--- config.mk ---
export PLATFORM = sky130hd
export DESIGN_NAME = mac_feeder
export DESIGN_NICKNAME = d
export VERILOG_FILES = /design/src/rtl/mac_feeder.sv
export SDC_FILE = /design/constraint.sdc
export NUM_CORES = 1
export LEC_CHECK = 0
export ABC_AREA = 1
export ABC_CLOCK_PERIOD_IN_PS = 3050
export BUFFER_PORTS_ARGS = -buffer_cell sky130_fd_sc_hd__buf_2
export CORE_MARGIN = 1
export CORE_UTILIZATION = 62
export DETAILED_ROUTE_END_ITERATION = 10
export PLACE_DENSITY = 0.8
export RECOVER_POWER = 100
export SYNTH_ARGS = -nofsm -noshare
export SYNTH_HDL_FRONTEND = slang
export SYNTH_SLANG_ARGS = --single-unit
--- constraint.sdc ---
create_clock -name clk -period 3.05 [get_ports clk]
set_input_delay 0.1525 -clock clk [delete_from_list [all_inputs] [get_ports clk]]
set_output_delay 0.1525 -clock clk [all_outputs]
set_load 0.1 [all_outputs]
--- src/rtl/mac_feeder.sv ---
// mac_feeder: buffers signed x/w pairs and streams them into the MAC datapath.
// A run is CLEAR (accumulator clear), one RUN cycle per pair, then DONE.
module mac_feeder #(
    parameter int WIDTH = 8,
    parameter int DEPTH = 16,
    localparam int CNT_W = $clog2(DEPTH + 1)
) (
    input  logic             clk,
    input  logic             rst,
    input  logic             ld_valid,
    output logic             ld_ready,
    input  logic [WIDTH-1:0] ld_x,
    input  logic [WIDTH-1:0] ld_w,
    input  logic             start,
    output logic             busy,
    output logic [CNT_W-1:0] count,
    output logic [WIDTH-1:0] x,
    output logic [WIDTH-1:0] w,
    output logic             enable,
    output logic             acc_clr,
    output logic             done
);

    // Address width into the storage arrays; pointers carry one extra bit for DEPTH.
    localparam int AW = (DEPTH > 1) ? $clog2(DEPTH) : 1;

    typedef enum logic [1:0] {StIdle, StClear, StRun, StDone} state_e;

    state_e           state;
    logic [CNT_W-1:0] wr_ptr;
    logic [CNT_W-1:0] rd_ptr;
    logic [WIDTH-1:0] mem_x [DEPTH];
    logic [WIDTH-1:0] mem_w [DEPTH];
    logic             wr_fire;

    // Load acceptance is purely a function of state and fill level.
    always_comb begin
        ld_ready = (state == StIdle) && (count < CNT_W'(DEPTH));
        wr_fire  = ld_valid && ld_ready;
    end

    // Pair storage; contents are don't-care after reset, so no reset is applied.
    always_ff @(posedge clk) begin
        if (wr_fire) begin
            mem_x[wr_ptr[AW-1:0]] <= ld_x;
            mem_w[wr_ptr[AW-1:0]] <= ld_w;
        end
    end

    // Sequencer FSM with all MAC-facing outputs registered.
    // count is frozen outside IDLE, so it doubles as the run length sampled in CLEAR.
    always_ff @(posedge clk or negedge rst) begin
        if (!rst) begin
            state   <= StIdle;
            count   <= '0;
            wr_ptr  <= '0;
            rd_ptr  <= '0;
            busy    <= 1'b0;
            done    <= 1'b0;
            acc_clr <= 1'b0;
            enable  <= 1'b0;
            x       <= '0;
            w       <= '0;
        end else begin
            unique case (state)
                StIdle: begin
                    if (wr_fire) begin
                        count  <= count + CNT_W'(1);
                        wr_ptr <= wr_ptr + CNT_W'(1);
                    end
                    // A write accepted alongside start joins this run.
                    if (start && ((count != '0) || wr_fire)) begin
                        state   <= StClear;
                        busy    <= 1'b1;
                        acc_clr <= 1'b1;
                    end
                end
                StClear: begin
                    acc_clr <= 1'b0;
                    enable  <= 1'b1;
                    x       <= mem_x[0];
                    w       <= mem_w[0];
                    rd_ptr  <= CNT_W'(1);
                    state   <= StRun;
                end
                StRun: begin
                    // rd_ptr is the index of the next pair; reaching count means the last
                    // pair is on the outputs now.
                    if (rd_ptr == count) begin
                        enable <= 1'b0;
                        x      <= '0;
                        w      <= '0;
                        done   <= 1'b1;
                        state  <= StDone;
                    end else begin
                        x      <= mem_x[rd_ptr[AW-1:0]];
                        w      <= mem_w[rd_ptr[AW-1:0]];
                        rd_ptr <= rd_ptr + CNT_W'(1);
                    end
                end
                StDone: begin
                    done   <= 1'b0;
                    busy   <= 1'b0;
                    count  <= '0;
                    wr_ptr <= '0;
                    rd_ptr <= '0;
                    state  <= StIdle;
                end
                default: state <= StIdle;
            endcase
        end
    end

endmodule

Yosys cells after proc, flatten, opt, wreduce, memory -nomap -nowiden
Memory sizes are Yosys's and may differ from the RTL's.
Cells that the tools add are included.

operators by class
  shift operators = 0
  bitwise operators = 0
  $add $sub $neg = 3
  multiplexer cells = 22
  div/mod/pow operators = 0
  multiply operators = 0
  equality and inequality tests = 8
  order comparisons = 1
  reductions and logical operators = 18

operators by type and width
  kind                                                                     number
  8-bit case mux with 2 select lines                                       2
  5-bit case mux with 2 select lines                                       2
  8-bit two-way mux                                                        2
  5-bit by 1-bit adder with 5-bit output, second input constant            3
  5-bit two-way mux                                                        3
  5-bit case mux with 3 select lines                                       1
  2-bit AND reduction                                                      7
  1-bit case mux with 2 select lines                                       4
  2-bit case mux with 4 select lines                                       1
  2-bit nonzero test                                                       4
  2-bit inequality test, second input constant                             3
  5-bit equality test                                                      1
  5-bit < comparator, second input constant                                1
  1-bit two-way mux                                                        5
  5-bit nonzero test                                                       1
  2-bit equality test, second input constant                               2
  2-bit two-way mux                                                        2
  1-bit logical AND                                                        3
  3-bit nonzero test                                                       1
  2-bit by 1-bit equality test with 1-bit output, second input constant    1
  2-bit zero test                                                          1
  2-bit by 1-bit inequality test with 1-bit output, second input constant  1
  1-bit logical OR                                                         1

word-level totals
  bits in read-only memories = 0
  memories = 2
  RAM bits = 256
  flip-flop bits (word level) = 37
  word-level logic and storage cells = 64
  latch bits = 0

memory list
  name   words  bits a word  read ports  clocked after Yosys merged registers in  wr ports  RTL line  source
  mem_w  16     8            2           0                                        1         33        logic [WIDTH-1:0] mem_w [DEPTH];
  mem_x  16     8            2           0                                        1         32        logic [WIDTH-1:0] mem_x [DEPTH];

Logic depth before layout (Yosys ltp)
Gate-level depths: netlist (run 1).

  depth after elaboration = 7
  mapped depth = 11

Least setup slack after synthesis (run 1)
Ideal clock, no wire load.

  path type = register to register
  start = reg count[4]
  end = mem mem_w[0][0], enable pin
  path slack = -0.814 ns
  period minus slack after synthesis = 3.864 ns
  required time = 2.662 ns
  arrival time = 3.475 ns
  path buffers = 0
  setup time = 0.388 ns
  stages on the path, launching flop included = 6
  cell sequence = dfrtp_1 nor2_1 nand2_1 inv_1 nand2_1 nor2_1

on the way
  cells in the longest elaborated chain, start to end = 5

ends and longest elaborated chain
  what                                     RTL line  source
  start: declaration                       16        output logic [CNT_W-1:0] count,
  start signal: assignment                 68        count <= count + CNT_W'(1);
  5-bit < comparator                       38        ld_ready = (state == StIdle) && (count < CNT_W'(DEPTH));
  1-bit logical AND                        38
  via ld_ready                             11        output logic ld_ready,
  1-bit logical AND                        39        wr_fire = ld_valid && ld_ready;
  1-bit two-way mux                        44        if (wr_fire) begin
  1-bit two-way mux (implied by the code)  46        mem_w[wr_ptr[AW-1:0]] <= ld_w;
  end: declaration                         33

The timed path passes the listed nets, and every way through them passes these cells.

Final worst setup path (run 1)
  start = reg rd_ptr[1]
  end = reg w[2]

on the way
  cells in the longest elaborated chain, start to end = 3
  elaborated cells between the ends (all ways) = 4
  classes of those cells = eq/ne: 1; mux: 2; memory: 1

ends and longest elaborated chain
  what                                                      RTL line  source
  start: declaration                                        31        logic [CNT_W-1:0] rd_ptr;
  start signal: assignment                                  98        rd_ptr <= rd_ptr + CNT_W'(1);
  memory 16 x 8 bit or 5-bit equality test (tied branches)  --
  8-bit two-way mux *                                       89        if (rd_ptr == count) begin
  8-bit case mux with 2 select lines *                      65        unique case (state)
  end signal: assignment                                    82        w <= mem_w[0];
  end signal: assignment                                    97        w <= mem_w[rd_ptr[AW-1:0]];
  end: declaration                                          18        output logic [WIDTH-1:0] w,

Every way passes the cells marked *; elsewhere a longest branch is shown, timed or not.
A chain may end at the register's enable or synchronous reset.

==> results of run 1 <==
[stage by stage]
step | setup WS (ns) | util [%] | area (µm²)
6_report | 0.375 | 70.7 | 14400
3_5_place_dp | 0.724 | 66.3 | 13500
2_1_floorplan | 0.0620 | - | 12900
3_3_place_gp | 0.825 | 66.3 | 13500
5_1_grt | 0.290 | 70.7 | 14400
4_1_cts | 0.682 | 71.3 | 14500
[registers in the layout (all words and copies together) (netlist names)]
signal,flops
busy,1
acc_clr,1
mem_x,128
rd_ptr,5
count,5
x,8
mem_w,128
w,8
enable,1
done,1
state,2
wr_ptr,4
[repair_timing]
action / 4_1_cts / 5_1_grt
endpoints found under the setup margin: 0 / 0
buffers inserted: 0 / 0
hold buffers: 3 / 0
hold endpoints to repair: 54 / 0
[worst reg2reg max path: stages (launching register included)]
cell,delay [ns]
dfrtp_1,1.26
inv_1,0.27
buf_4,0.34
nand3_1,0.18
nand3_1,0.08
nand3_1,0.21
nand2_1,0.10
nand2_1,0.06
a21oi_1,0.06
[where the power goes]
group	internal, W	switching [W]
Sequential	0.00472	0.000314
Clock	0.00227	0.00147
Combinational	0.00108	0.00365
Total	0.00808	0.00543
[layer usage]
layer  vias up  part of all wire [%]
li1       4230                     -
met1      4235                    38
met2       476                    50
met3        85                   8.9
met4         0                   3.7
met5         -                     0
[area by class of cell]
cell class	instances	area (µm²)	share of cell area (%)
clock buffer	38	769	5.36
sequential	292	8590	59.8
tap	270	338	2.35
timing repair buffer	77	437	3.04
inverter	220	828	5.77
multi-input combinational	706	3170	22.1
clock inverter	15	224	1.56
[cells in the mapped netlist]
master / number
a21oi_1: 38
a22oi_1: 2
and3_1: 1
buf_1: 4
buf_2: 34
buf_4: 4
buf_6: 6
clkbuf_1: 11
clkinv_1: 2
dfrtp_1: 36
edfxtp_1: 256
ha_1: 12
inv_1: 216
inv_2: 1
inv_4: 1
nand2_1: 371
nand2_2: 1
nand3_1: 202
nand3_2: 1
nand4_1: 2
nor2_1: 46
nor2_2: 1
nor3_1: 3
nor3b_1: 1
o21ai_0: 13
o22ai_1: 2
or2_2: 4
xnor2_1: 1
xor2_1: 5
[kinds of logic (layout without fill, tap and decap cells)]
kind of cell	Yosys count	after routing	share of synthesized area, %
xor gates and xnor gates	6	6	0.408
buffers and inverters	279	350	8.94
adders and majority gates	12	12	1.16
AOI/OAI and AO/OA	55	55	2.19
and+or+nand+nor	633	633	20.7
DFF	292	292	66.6
[cell usage in the layout, fill, tap and decap left out, types with 6 or more instances in the layout]
cell type	netlist	routed
nand2_1	371	372
nor2_2	1	11
o21ai_0	13	13
inv_1	216	216
nand3_1	202	203
edfxtp_1	256	256
clkbuf_2	0	15
dfrtp_1	36	35
buf_4	4	7
nor2_1	46	36
clkbuf_1	11	53
bufinv_16	0	6
clkbuf_16	0	29
ha_1	12	12
a21oi_1	38	38
[worst max path at each step]
stage	from	end	slack [ns]
finish	rd_ptr[1]	w[2]	0.38
global route	rd_ptr[1]	w[2]	0.29
CTS	state[0]	mem_w[0][0]	0.68
detailed placement	state[1]	mem_w[0][4]	0.72
global placement	state[0]	mem_w[0][6]	0.83
floorplan	count[4]	mem_w[0][0]	0.06
==> reports/results.txt, run 1 <==
Syn Std Cell Area - 12900 µm²
Vias in the first global route - 9002
IO Count - 46
Drt via density - 5.58
Largest net degree at the start of global routing - 105
Post-synth top area share - 59.6%
GR Util met3 - 3.97%
Final total power - 0.0135 W
Max IR drop VDD - 0.608 mV
Die W - 146 µm
Nets - 1358
Syn_area_per_cell - 10.1 µm²
Status - finished with violations
Critical path's slowest cell - dfrtp_1
Post-Layout Cell Count - 1618
Routed len/inst - 18.7 µm
Post-synth top area cell - edfxtp_1
Crit. path cell count - 8
Net count after synthesis - 1309
RSZ-0062 raised after global routing - false
Clock buffer depth - 3
Met2 GRT Util - 50.1%
Syn-to-layout area delta - 11.4%
First-pass GRT wire length - 47800 µm
Worst Reg2Reg Path Length in Cells - 8
Final hold vios - 0
Synth warn - 0
Critical Path RT - 3.48 ns
TritonCTS clock tree - done
# DRC - 0
Gr busiest metal - met2
CP dominant cell by count - nand3_1
Routed wire length - 30300 µm
CTS Buf Count - 29
Slew Limit Fails - 37
Pwr Density - 941 nW/µm²
Worst-path fanout max - 31
Die area - 21400 µm²
Final setup violation count - 0
Leak - 6.12 nW
Hold path start - ld_valid
First-pass iteration count of the detailed router - 6
CP Capture Type - flop
ANT nets after route - 0
Top cells by area, synth - edfxtp_1, nand2_1, nand3_1
Fillers - 1452
Top delay family on crit path - flip-flops
Starting Density - 63.5%
Core ar. - 20300 µm²
Port-buffer cells - 45
CP arrival - 3.10 ns
Overflow after GRT - 0
Worst r2r src - rd_ptr[1]
Failing checks - capacitance limit, slew limit
Via count - 9026
Iteration-0 DRC Markers - 912
Max-Cap Viols - 1
Post-synthesis cell count - 1277
Number of diodes - 0
Crit start category - flop
Yosys cell types - 29
FF-to-FF setup slack - 0.38 ns
Grt met1 use - 37.8%
Worst slew margin - -39.0%
HPWL after DPL - 17300 µm
Worst Setup Path Type - reg2reg
Critical R2R Capture - w[2]
Hold depth - 6
Crit path buf inv count - 2
Setup Skew - 0.0143 ns
Row Count - 52
Worst slew pin tran - 2.08 ns
Clk pin slew, worst setup/hold paths - 0.06 ns
Crit-path max cell delay - 1.26 ns
# clock sinks - 292
Initial antenna violation count - 0
Synthesized flop and latch total - 292
Worst Hold Slack - 0.134 ns
Cells along the critical path - inv_1, buf_4, nand3_1, nand3_1, nand3_1, nand2_1, nand2_1, a21oi_1
Sequential share of the synthesized area - 66.6%
Fin crit period - 2.67 ns
Share of layout cells above drive strength 1 - 6.60%
Placer congestion estimate - 0.865
Worst skew pair latency - 0.54 ns
CTS Root Cell - clkbuf_16
GRT Overall Usage - 29.3%
CTS resizes - 0
Final worst-path cycle share - 87.7%
Post-placement cell count - 1562
Min-delay worst type - in2reg
Final TNS setup - 0 ns
F_max - 374 MHz
Worst hold path endpoint - acc_clr
Htree depth - 1
Die H - 146 µm
Power figures use the tool's default switching activity.
==> run 2, diff against run 1 <==
--- a/config.mk
+++ b/config.mk
@@ -11,7 +11,7 @@
 export CORE_MARGIN = 1
 export CORE_UTILIZATION = 62
 export DETAILED_ROUTE_END_ITERATION = 10
-export PLACE_DENSITY = 0.8
+export PLACE_DENSITY_LB_ADDON = 0.05
 export RECOVER_POWER = 100
 export SYNTH_ARGS = -nofsm -noshare
 export SYNTH_HDL_FRONTEND = slang
==> run 2 against run 1 <==
  * The run now ends clean
  * Flip-flop and latch count stayed put
  * Largest power group unchanged
  * Non-clock buffer count is 17 higher
  * Cell area is 0.29% higher
  * Global-route usage is 0.82 points higher
  * Cell count is 0.87% higher
  * Utilization is 0.20 points higher
  * Clock power is 7.8% lower
==> reports/results.txt, run 2 (synthesis results as in run 1) <==
Largest net degree at the start of global routing - 60
Sequential cell area - 8590 µm²
Worst slew pin tran - 1.19 ns
Slew Limit Fails - 0
Postcts setup bufs - 0
Crit-path max cell delay - 0.54 ns
Most common cell after layout, fill and taps aside - nand2_1
Core ar. - 20300 µm²
Vias in the first global route - 8764
Syn-to-layout area delta - 11.7%
Initial antenna violation count - 0
# clock sinks - 292
Most frequent cells in the layout - nand2_1, edfxtp_1, inv_1
Worst slew margin - 20.8%
CP Capture Type - flop
Overflow after GRT - 0
Port-buffer cells - 45
Die W - 146 µm
ANT nets after route - 0
Final hold vios - 0
Placer congestion estimate - 0.844
RSZ-0062 raised after global routing - false
Cells along the critical path - inv_1, ha_1, inv_1, nor2_1, nand2_1, inv_1, nand2_1, nor2_1, clkbuf_1
First-pass iteration count of the detailed router - 5
Number of diodes - 0
Final TNS setup - 0 ns
Pwr Density - 923 nW/µm²
Drt via density - 5.50
Crit start category - flop
Hold depth - 6
Multi-input gate area - 3160 µm²
CP dominant cell by count - inv_1
Worst-path fanout max - 8
Final worst-path cycle share - 85.1%
GRT Overall Usage - 30.1%
First-pass GRT wire length - 48600 µm
Setup Skew - 0.0209 ns
CTS Buf Count - 29
Worst skew pair latency - 0.56 ns
Die area - 21400 µm²
Clock buffer depth - 3
Via count - 8971
Die H - 146 µm
Nets - 1375
Htree depth - 1
IO Count - 46
Routed len/inst - 19.1 µm
Max-Cap Viols - 0
Iteration-0 DRC Markers - 1016
Clk pin slew, worst setup/hold paths - 0.06 ns
Leak - 6.14 nW
Min-delay worst type - in2reg
Starting Density - 63.5%
Finished Cell Area - 14400 µm²
F_max - 385 MHz
Worst Reg2Reg Path Length in Cells - 9
TritonCTS clock tree - done
Fillers - 1568
Core Util, Final - 70.9%
CTS Root Cell - clkbuf_16
Max IR drop VDD - 0.770 mV
Final setup violation count - 0
Hold path start - ld_valid
Fin crit period - 2.60 ns
Row Count - 52
Top delay family on crit path - buffers and inverters
# DRC - 0
Critical Path RT - 3.23 ns
Status - complete, no violations
Worst Setup Path Type - reg2reg
HPWL after DPL - 18300 µm
Crit. path cell count - 9
Share of layout cells above drive strength 1 - 6.24%
Routed wire length - 31200 µm
Final total power - 0.0133 W
DP Area - 13600 µm²
Critical path's slowest cell - clkbuf_1
Worst r2r src - state[1]
CP arrival - 2.77 ns
Crit path buf inv count - 4
Crit path from - state[1]
-- run 2: cell types whose count changed in the layout (fill, tap and decap cells not counted), sizes merged --
cell	before	now
clkbuf	98	97
bufinv	6	3
dlygate4sd3	3	9
inv	218	219
clkinv	10	11
buf	14	25
clkinvlp	1	0
-- run 2: worst paths after layout --
check | endpoint | slack (ns)
setup / recovery | mem_w[2][3] | 0.45
min in group asynchronous | w[4] | 0.31
hold / removal | acc_clr | 0.16
setup reg to reg | mem_w[2][3] | 0.45
hold reg to reg | enable | 0.50
max in group asynchronous | rd_ptr[0] | 2.01
-- run 2: stage by stage --
stage | hold WS [ns] | instances | setup slack [ns]
after CTS | 0.00146 | 1632 | 0.727
after floorplan | -0.143 | 1277 | 0.0620
after global placement | 0.343 | 1573 | 0.828
after global routing | 0.199 | 1632 | 0.295
final | 0.159 | 1632 | 0.454
after detailed placement | 0.354 | 1573 | 0.771
-- run 2: final cells by class --
class / count / share of cell area [%]
sequential: 292 / 59.7
inverter: 220 / 5.75
clock inverter: 13 / 1.02
tap: 270 / 2.35
timing repair buffer: 94 / 4.03
clock buffer: 37 / 5.25
multi-input combinational: 706 / 21.9
-- run 2: worst reg2reg max path, delay by kind of cell, from the launching register on --
family | cells | cell delay, ns
adders and majority gates | 1 | 0.19
buffers and inverters | 4 | 0.93
DFF | 1 | 0.42
and+or+nand+nor | 4 | 0.68
-- run 2: per-layer routing --
| metal | track usage (%) | share of wire, % | vias to the layer above |
|---|---|---|---|
| met5 | 0 | 0 | - |
| met4 | 9.11 | 2.7 | 0 |
| met3 | 4.44 | 8.4 | 63 |
| met2 | 49.8 | 48 | 402 |
| met1 | 41.7 | 41 | 4250 |
| li1 | - | - | 4256 |
-- run 2: timing repair --
action | 4_1_cts | 5_1_grt
hold buffers | 9 | 0
hold endpoints to repair | 128 | 0
gates resized for setup | 0 | 0
setup endpoints to repair | 0 | 0
-- run 2: report_power, final --
part | switching [W] | internal [W] | total, W
registers | 0.000289 | 0.00472 | 0.00501
clock network | 0.00146 | 0.00199 | 0.00345
logic | 0.00371 | 0.00111 | 0.00482
